$ cat src/rtl/seg_pkg.sv
// Shared constants, code type and code-validity helper for the seven-segment scan controller.
package seg_pkg;
  localparam int NUM_DIG      = 8;
  localparam int CODE_HEX_MAX = 15;
  localparam int CODE_DP_BASE = 20;
  localparam int CODE_DP_MAX  = 35;

  typedef logic [6:0] code_t;

  // Valid codes are plain hex (0-15) or hex with decimal point (20-35).
  function automatic logic code_valid(input code_t code);
    return (int'(code) <= CODE_HEX_MAX) ||
           ((int'(code) >= CODE_DP_BASE) && (int'(code) <= CODE_DP_MAX));
  endfunction
endpackage

$ cat src/rtl/seg_scan_tick.sv
// Per-slot cycle counter: flags the first, last and dead-time cycles of each digit slot.
module seg_scan_tick #(
  parameter int CLK_DIV = 50000,
  parameter int GUARD   = 4
) (
  input  logic clk_i,
  input  logic rst_i,
  input  logic run_i,
  output logic slot_start_o,
  output logic slot_last_o,
  output logic guard_active_o
);
  localparam int            CW      = $clog2(CLK_DIV);
  localparam logic [CW-1:0] LAST    = CW'(CLK_DIV - 1);
  localparam logic [CW-1:0] GUARD_N = CW'(GUARD);

  logic [CW-1:0] cnt_q, cnt_d;

  always_comb begin
    cnt_d = cnt_q;
    if (run_i) cnt_d = (cnt_q == LAST) ? '0 : cnt_q + CW'(1);
  end

  always_ff @(posedge clk_i or posedge rst_i) begin
    if (rst_i) cnt_q <= '0;
    else       cnt_q <= cnt_d;
  end

  assign slot_start_o   = (cnt_q == '0);
  assign slot_last_o    = (cnt_q == LAST);
  assign guard_active_o = (cnt_q < GUARD_N);
endmodule

$ cat src/rtl/seg_scan_ctrl.sv
// Multiplexed 8-digit display scanner with shadow/active buffers and frame-aligned commit.
// Optional leading-zero blanking is built when SEG_SCAN_LZB_EN is defined.
module seg_scan_ctrl import seg_pkg::*; #(
  parameter int CLK_DIV = 50000,
  parameter int GUARD   = 4
) (
  input  logic         clk_i,
  input  logic         rst_i,
  input  logic         wr_en_i,
  input  logic [2:0]   wr_addr_i,
  input  logic [6:0]   wr_data_i,
  input  logic         commit_i,
  input  logic [7:0]   dig_mask_i,
  output logic [6:0]   digit_o,
  output logic [7:0]   com_o,
  output logic         pending_o,
  output logic         frame_done_o
);
  code_t              shadow_q [NUM_DIG];
  code_t              active_q [NUM_DIG];
  logic [2:0]         slot_q, slot_d;
  logic               pending_q, pending_d;
  logic               started_q;
  logic               frame_seen_q;
  logic               slot_start, slot_last, guard_active;
  logic               frame_end, load_active;
  logic [NUM_DIG-1:0] lzb;
  code_t              cur_code;
  logic               blank;

  seg_scan_tick #(.CLK_DIV(CLK_DIV), .GUARD(GUARD)) u_tick (
    .clk_i          (clk_i),
    .rst_i          (rst_i),
    .run_i          (started_q),
    .slot_start_o   (slot_start),
    .slot_last_o    (slot_last),
    .guard_active_o (guard_active)
  );

  assign frame_end   = slot_last && (slot_q == 3'(NUM_DIG - 1));
  assign load_active = frame_end && (pending_q || commit_i);
  assign cur_code    = active_q[slot_q];

`ifdef SEG_SCAN_LZB_EN
  logic all_zero;
  // Walk down from the leftmost digit; index 0 is never a leading zero.
  always_comb begin
    all_zero = 1'b1;
    lzb      = '0;
    for (int i = NUM_DIG - 1; i > 0; i--) begin
      all_zero = all_zero && (active_q[i] == '0);
      lzb[i]   = all_zero;
    end
  end
`else
  assign lzb = '0;
`endif

  assign blank = !dig_mask_i[slot_q] || !code_valid(cur_code) || lzb[slot_q];

  always_comb begin
    slot_d    = slot_last ? slot_q + 3'd1 : slot_q;
    pending_d = pending_q;
    if (load_active)   pending_d = 1'b0;
    else if (commit_i) pending_d = 1'b1;
  end

  always_ff @(posedge clk_i or posedge rst_i) begin
    if (rst_i) begin
      started_q    <= 1'b0;
      slot_q       <= '0;
      pending_q    <= 1'b0;
      frame_seen_q <= 1'b0;
      for (int i = 0; i < NUM_DIG; i++) begin
        shadow_q[i] <= '0;
        active_q[i] <= '0;
      end
    end else begin
      started_q <= 1'b1;
      slot_q    <= slot_d;
      pending_q <= pending_d;
      if (frame_end) frame_seen_q <= 1'b1;
      // Non-blocking copy picks up the pre-write shadow on a same-cycle write.
      if (load_active) begin
        for (int i = 0; i < NUM_DIG; i++) active_q[i] <= shadow_q[i];
      end
      if (wr_en_i) shadow_q[wr_addr_i] <= wr_data_i;
    end
  end

  assign digit_o      = cur_code;
  assign com_o        = (!started_q || guard_active || blank) ? 8'hFF : ~(8'b1 << slot_q);
  assign pending_o    = pending_q;
  assign frame_done_o = frame_seen_q && slot_start && (slot_q == '0);
endmodule

$ cat config.mk
export PLATFORM = sky130hd
export DESIGN_NAME = seg_scan_ctrl
export DESIGN_NICKNAME = d
export VERILOG_FILES = /design/src/rtl/seg_pkg.sv /design/src/rtl/seg_scan_tick.sv /design/src/rtl/seg_scan_ctrl.sv
export SDC_FILE = /design/constraint.sdc
export NUM_CORES = 1
export LEC_CHECK = 0
export ABC_AREA = 1
export CORE_MARGIN = 2
export CORE_UTILIZATION = 65
export CTS_BUF_LIST = sky130_fd_sc_hd__clkbuf_8
export DETAILED_ROUTE_END_ITERATION = 10
export DONT_BUFFER_PORTS = 1
export PLACE_DENSITY = 0.81
export SKIP_LAST_GASP = 1
export SLEW_MARGIN = 10
export SYNTH_ARGS = -nofsm -noshare
export SYNTH_HDL_FRONTEND = slang
export SYNTH_SLANG_ARGS = --single-unit
$ cat constraint.sdc
create_clock -name clk_i -period 4.9 [get_ports clk_i]
set_input_delay 0.98 -clock clk_i [delete_from_list [all_inputs] [get_ports clk_i]]
set_output_delay 0.98 -clock clk_i [all_outputs]
set_load 0.02 [all_outputs]
* After elaboration in Yosys (flattened, before gate mapping)
Memory sizes are Yosys's and may differ from the RTL's. Cells that the tools add are included.
Word-level totals: word-level logic and storage cells 69, memory bits (read-only) 8, output and inout bits 17, latch bits 0, memories 1, RAM bits 0, register bits after elaboration 134, input port bits 22
Memories:
- (name not given) | words 8, bits a word 1, rd ports 1, clocked after memory_dff 0, write ports 0, line seg_scan_ctrl.sv:59 | assign blank = !dig_mask_i[slot_q] || !code_valid(cur_code) || lzb[slot_q];
Operators by class: order comparisons 8, eq/ne operators 2, reduce and logical (&&, ||, !) cells 18, $mul 0, shifts and indexed selects 1, divide/modulo/power cells 0, mux-type cells 13, add/sub/neg operators 2, bitwise gates (word level) 3
Operator list (number):
- $bwmux W56 | 1
- $bmux W7 S3 | 1
- $demux W7 S3 | 1
- $mux W7 | 3
- $add A16 B1 Y16 const B | 1
- $eq A16 B16 Y1 const B | 1
- $logic_not A16 Y1 | 1
- $lt A16 B3 Y1 const B | 1
- $mux W16 | 1
- $ge A4 B4 Y1 const B | 2
- $mux W8 | 1
- $not A3 Y4 | 2
- $not A8 Y8 | 1
- $shl A1 B3 Y8 const A | 1
- $ge A7 B5 Y1 const B | 1
- $le A7 B4 Y1 const B | 1
- $le A7 B6 Y1 const B | 1
- $logic_and A1 B1 Y1 | 6
- $logic_or A1 B1 Y1 | 6
- $lt A3 B4 Y1 const B | 1
- $lt A4 B1 Y1 const B | 1
- $mux W1 | 4
- $add A3 B1 Y3 const B | 1
- $bmux W1 S3 | 1
- other kinds (4) | 6

* Longest topological paths before layout
word-level depth 12, gate-level depth with buffers 11, depth with buffers taken out 10

* Hierarchy
From an unflattened synthesis, not the netlist that was laid out.
Unflattened totals: cells, all modules 779, area total of the unflattened synthesis 6349.8 sq um
By module, submodules not included:
- seg_scan_ctrl | instances 1, sequential area each 2952.8 sq um, area an instance 5282.6 sq um, cells each 633
- seg_scan_tick | instances 1, sequential area each 400.4 sq um, area an instance 1067.3 sq um, cells each 146

* Least setup slack after synthesis
OpenSTA, ideal clock, no wires.
path type in2out, from in dig_mask_i[3], to out com_o[0], setup slack 2.155 ns, arrival time 1.765 ns, data required time 3.920 ns, stages on the path 7, buffers on the path 0, path through nand2_1 -> nand3_1 -> nand2_1 -> a21oi_1 -> nand2_1 -> nor2_2 -> nand4_1
Between the ends: cells in the longest elaborated chain, start to end 7
Ends and longest elaborated chain:
- start, declared | line seg_scan_ctrl.sv:13 | input logic [7:0] dig_mask_i,
- $bmux W1 S3 | line seg_scan_ctrl.sv:59
- $mux W1 (implied by the code) | line seg_scan_ctrl.sv:59
- $logic_not A1 Y1 | line seg_scan_ctrl.sv:59
- $logic_or A1 B1 Y1 (2 in a row) | line seg_scan_ctrl.sv:59
- $logic_or A1 B1 Y1 | line seg_scan_ctrl.sv:92 | assign com_o = (!started_q || guard_active || blank) ? 8'hFF : ~(8'b1 << slot_q);
- $mux W8 | line seg_scan_ctrl.sv:92
- end, declared | line seg_scan_ctrl.sv:15 | output logic [7:0] com_o,
Every way passes these cells. The select of a mux whose other input is x is not followed.

* Worst setup path in the final report
from reg slot_q[1], to out com_o[4]
Between the ends: cells in the longest elaborated chain, start to end 12, elaborated cells between the ends (all ways) 21, those cells by class order compare: 3; shift: 1; mux: 7; bitwise: 2; reduce/logical: 7; memory: 1
Ends and longest elaborated chain:
- start, declared | line seg_scan_ctrl.sv:21 | logic [2:0] slot_q, slot_d;
- start signal, assigned | line seg_scan_ctrl.sv:80 | slot_q <= slot_d;
- $not A3 Y4 (implied by the code) (*) | line seg_scan_ctrl.sv:42 | assign cur_code = active_q[slot_q];
- $bmux W7 S3 (*) | line seg_scan_ctrl.sv:42
- $mux W7 (implied by the code) (*) (2 in a row) | line seg_scan_ctrl.sv:42
- via digit_o[5] | line seg_scan_ctrl.sv:14 | output logic [6:0] digit_o,
- $ge A7 B5 Y1 or $le A7 B6 Y1 (tied branches) | line seg_pkg.sv:13 | ((int'(code) >= CODE_DP_BASE) && (int'(code) <= CODE_DP_MAX));
- $logic_and A1 B1 Y1 | line seg_pkg.sv:13
- $logic_or A1 B1 Y1 (*) | line seg_pkg.sv:12 | return (int'(code) <= CODE_HEX_MAX) ||
- $logic_not A1 Y1 (*) | line seg_scan_ctrl.sv:59
- $logic_or A1 B1 Y1 (*) (2 in a row) | line seg_scan_ctrl.sv:59
- $logic_or A1 B1 Y1 (*) | line seg_scan_ctrl.sv:92
- $mux W8 (*) | line seg_scan_ctrl.sv:92
The timed path passes the listed nets; every way through them passes the cells marked *. The select of a mux whose other input is x is not followed.

==> flow_summary.ini <==
[run_status]
outcome = completed

[timing]
fin_crit_sh_pct = 76.20
max_slew_margin_pct = 52.16
hold_viol = 0
tns_ns = 0
clock_skew_ns = 0.01178
report.final.slew_viol_count = 0
fmax_mhz = 267.8
setup_viol = 0
rsz0062_at_grt = false
worst_pin_slew_ns = 0.7176
setup_ws_ns = 1.166
period_needed_ns = 3.734

[yosys]
synth-adder-area-share_pct = 1.572
synth_top_family_by_area = simple AND/OR/NAND/NOR gates
synth_compound_area_share_pct = 12.89
synth_sequential_area_ratio_pct = 52.67
syn_avg_cell_area_um2 = 8.183
synth_cell_type_count = 30
ys_ff_latch = 134
synthSimpleGateAreaFrac_pct = 20.99
syn_area_mm2 = 0.006366
synth-xor-area-share_pct = 1.238
yosys_warnings = 0
synthMuxAreaShare_pct = 0
synthCells = 778
synth.net_count = 808

[detailed_routing]
ant_nets = 0
firstDrtPassIters = 5
vias = 5017
finalWirelength_um = 13830
detail_route.wl_per_cell_um = 15.08
detail_route.vias_per_cell = 5.471
drc = 0
drtIter0Drc = 421

[clock_network]
clock-sinks = 134
postCtsSetupRepairBufs = 0
clk_pin_slew_ns = 0.07
htreeDepth = 4
numCtsBuffers = 17
cts_tree = built
cts_root_buf = clkbuf_8
clk_latency_ns = 0.45
hold_buffers = 0
cts_resized = 0
clockBufferDepth = 2

[cells_and_area]
layout_commonest_cell = nand2_1
n_fill_cell = 755
nets = 801
area_growth_pct = 6.859
layout_common_cells = nand2_1 (216), dfrtp_1 (134), inv_1 (118)
final_util_pct = 70.57
final_cell_count_no_fill = 917
drive_gt1_share_pct = 8.929
diodes = 0

[setup_path]
cp-end-kind = primary output
cp.required_ns = 3.92
critical_path_arrival_ns = 2.75
crit_fanout = 19
crit_path_start_kind = flip-flop
worstSetupPathType = flip-flop to primary output

[placement]
hpwl_um = 9344
pre_cts_slack_ns = 1.665
io_buffers = 0
dp.cells = 885
routabilityCongestion = 0.9272

[floorplanning]
core_mm2 = 0.009639
die_y_um = 103.0
dieArea_mm2 = 0.01060
io_pins = 39
num_rows = 36
start_util_pct = 66.04
die_x_um = 103.0

[power_and_ir_drop]
max-vdd-ir-drop_mv = 0.2428
power_density_mw_per_mm2 = 368.9
leakagePower_nw = 3.382

[global_routing]
grt_pass1_wl_um = 22970
grt_pass1_vias = 4803
grt_usage_pct = 28.68
grt-ovfl-total = 0
grt_max_degree = 71
antenna_found_initial = 0

[hold_path]
hold_path.class = flip-flop to flip-flop

[run]
maxCapViolCount = 0
-- Yosys cell counts, drive strengths merged --
cell / instances / area [µm²]
nand2: 217 / 817.0
dfrtp: 134 / 3353
o21ai: 133 / 737.0
inv: 122 / 460.5
nor2: 57 / 231.5
nand3: 34 / 170.2
buf: 20 / 163.9
clkbuf: 12 / 45.04
nand4: 11 / 68.82
xor2: 9 / 78.83
ha: 8 / 100.1
nor3: 7 / 35.03
o22ai: 4 / 25.02
a21oi: 3 / 15.01
a2bb2oi: 1 / 8.760
a31o: 1 / 8.760
clkinv: 1 / 3.750
conb: 1 / 3.750
nor3b: 1 / 7.510
o2111ai: 1 / 26.28
or2: 1 / 6.260
-- stage by stage --
| step | area [µm²] | power [mW] | hold slack [ns] |
|---|---|---|---|
| 4_1_cts | 6803 | 2.520 | 0.4764 |
| 5_1_grt | 6803 | 2.626 | 0.5059 |
| 3_5_place_dp | 6371 | 1.540 | 0.4605 |
| 6_report | 6803 | 2.509 | 0.4773 |
| 3_3_place_gp | 6371 | 1.521 | 0.4550 |
| 2_1_floorplan | 6366 | 1.475 | 0.4422 |
-- cell type report --
cell class	instances	area (µm²)	share of cell area, %
Tap cell	133	166.4	2.446
Timing Repair Buffer	6	45.04	0.6621
Clock inverter	13	170.2	2.501
Multi-Input combinational cell	489	2340	34.39
Sequential cell	134	3353	49.29
Inverter	123	466.7	6.860
Clock buffer	19	261.5	3.844
-- critical path, stage by stage, from the launching register on --
cell and delay (ns):
dfrtp_1 0.80, inv_2 0.34, nor2_1 0.16, o21ai_0 0.09, nand2_1 0.08, nand2_1 0.05, nand2_1 0.23, nand2_1 0.25
nand4_1 0.31
-- metal layers --
layer	vias to the layer above	global-route usage, %	wire length [µm]
li1	2421	-	-
met3	35	7.051	819
met4	0	13.16	401
met1	2398	39.22	6111
met5	-	0	0
met2	163	43.71	6499
-- power breakdown --
group	internal (mW)	leakage, nW	switching [mW]	total (mW)
Combinational	0.0795	1.40	0.157	0.236
Sequential	1.21	1.77	0.0735	1.29
Clock	0.536	0.209	0.451	0.987
Total	1.83	3.38	0.681	2.51
-- kinds of logic after synthesis --
| family | count (synthesis) |
|---|---|
| buf+inv | 155 |
| xor+xnor | 9 |
| compound gates | 143 |
| other cells | 1 |
| flops | 134 |
| fa+ha+maj | 8 |
| simple gates | 328 |
-- flip-flops by register name, indices dropped and copies added (netlist names) --
register / flops
frame_seen_q: 1
pending_o: 1
u_tick.cnt_q: 16
slot_q: 3
active_q: 56
shadow_q: 56
started_q: 1
-- final timing paths --
check,start,end,slack (ns),cells after the start
worst max-delay path,slot_q[1]$_DFFE_PP0N_,com_o[4],1.17,8
worst min-delay path,frame_seen_q$_DFFE_PP0P_,frame_seen_q$_DFFE_PP0P_,0.48,1
worst min register to register,frame_seen_q$_DFFE_PP0P_,frame_seen_q$_DFFE_PP0P_,0.48,1
worst max register to register,slot_q[1]$_DFFE_PP0N_,active_q[53]$_DFFE_PP0P_,2.57,6
min in group asynchronous,rst_i,shadow_q[4]$_DFFE_PP0P_,0.49,1
max in group asynchronous,rst_i,active_q[54]$_DFFE_PP0P_,3.41,2
Power figures use the tool's default switching activity.
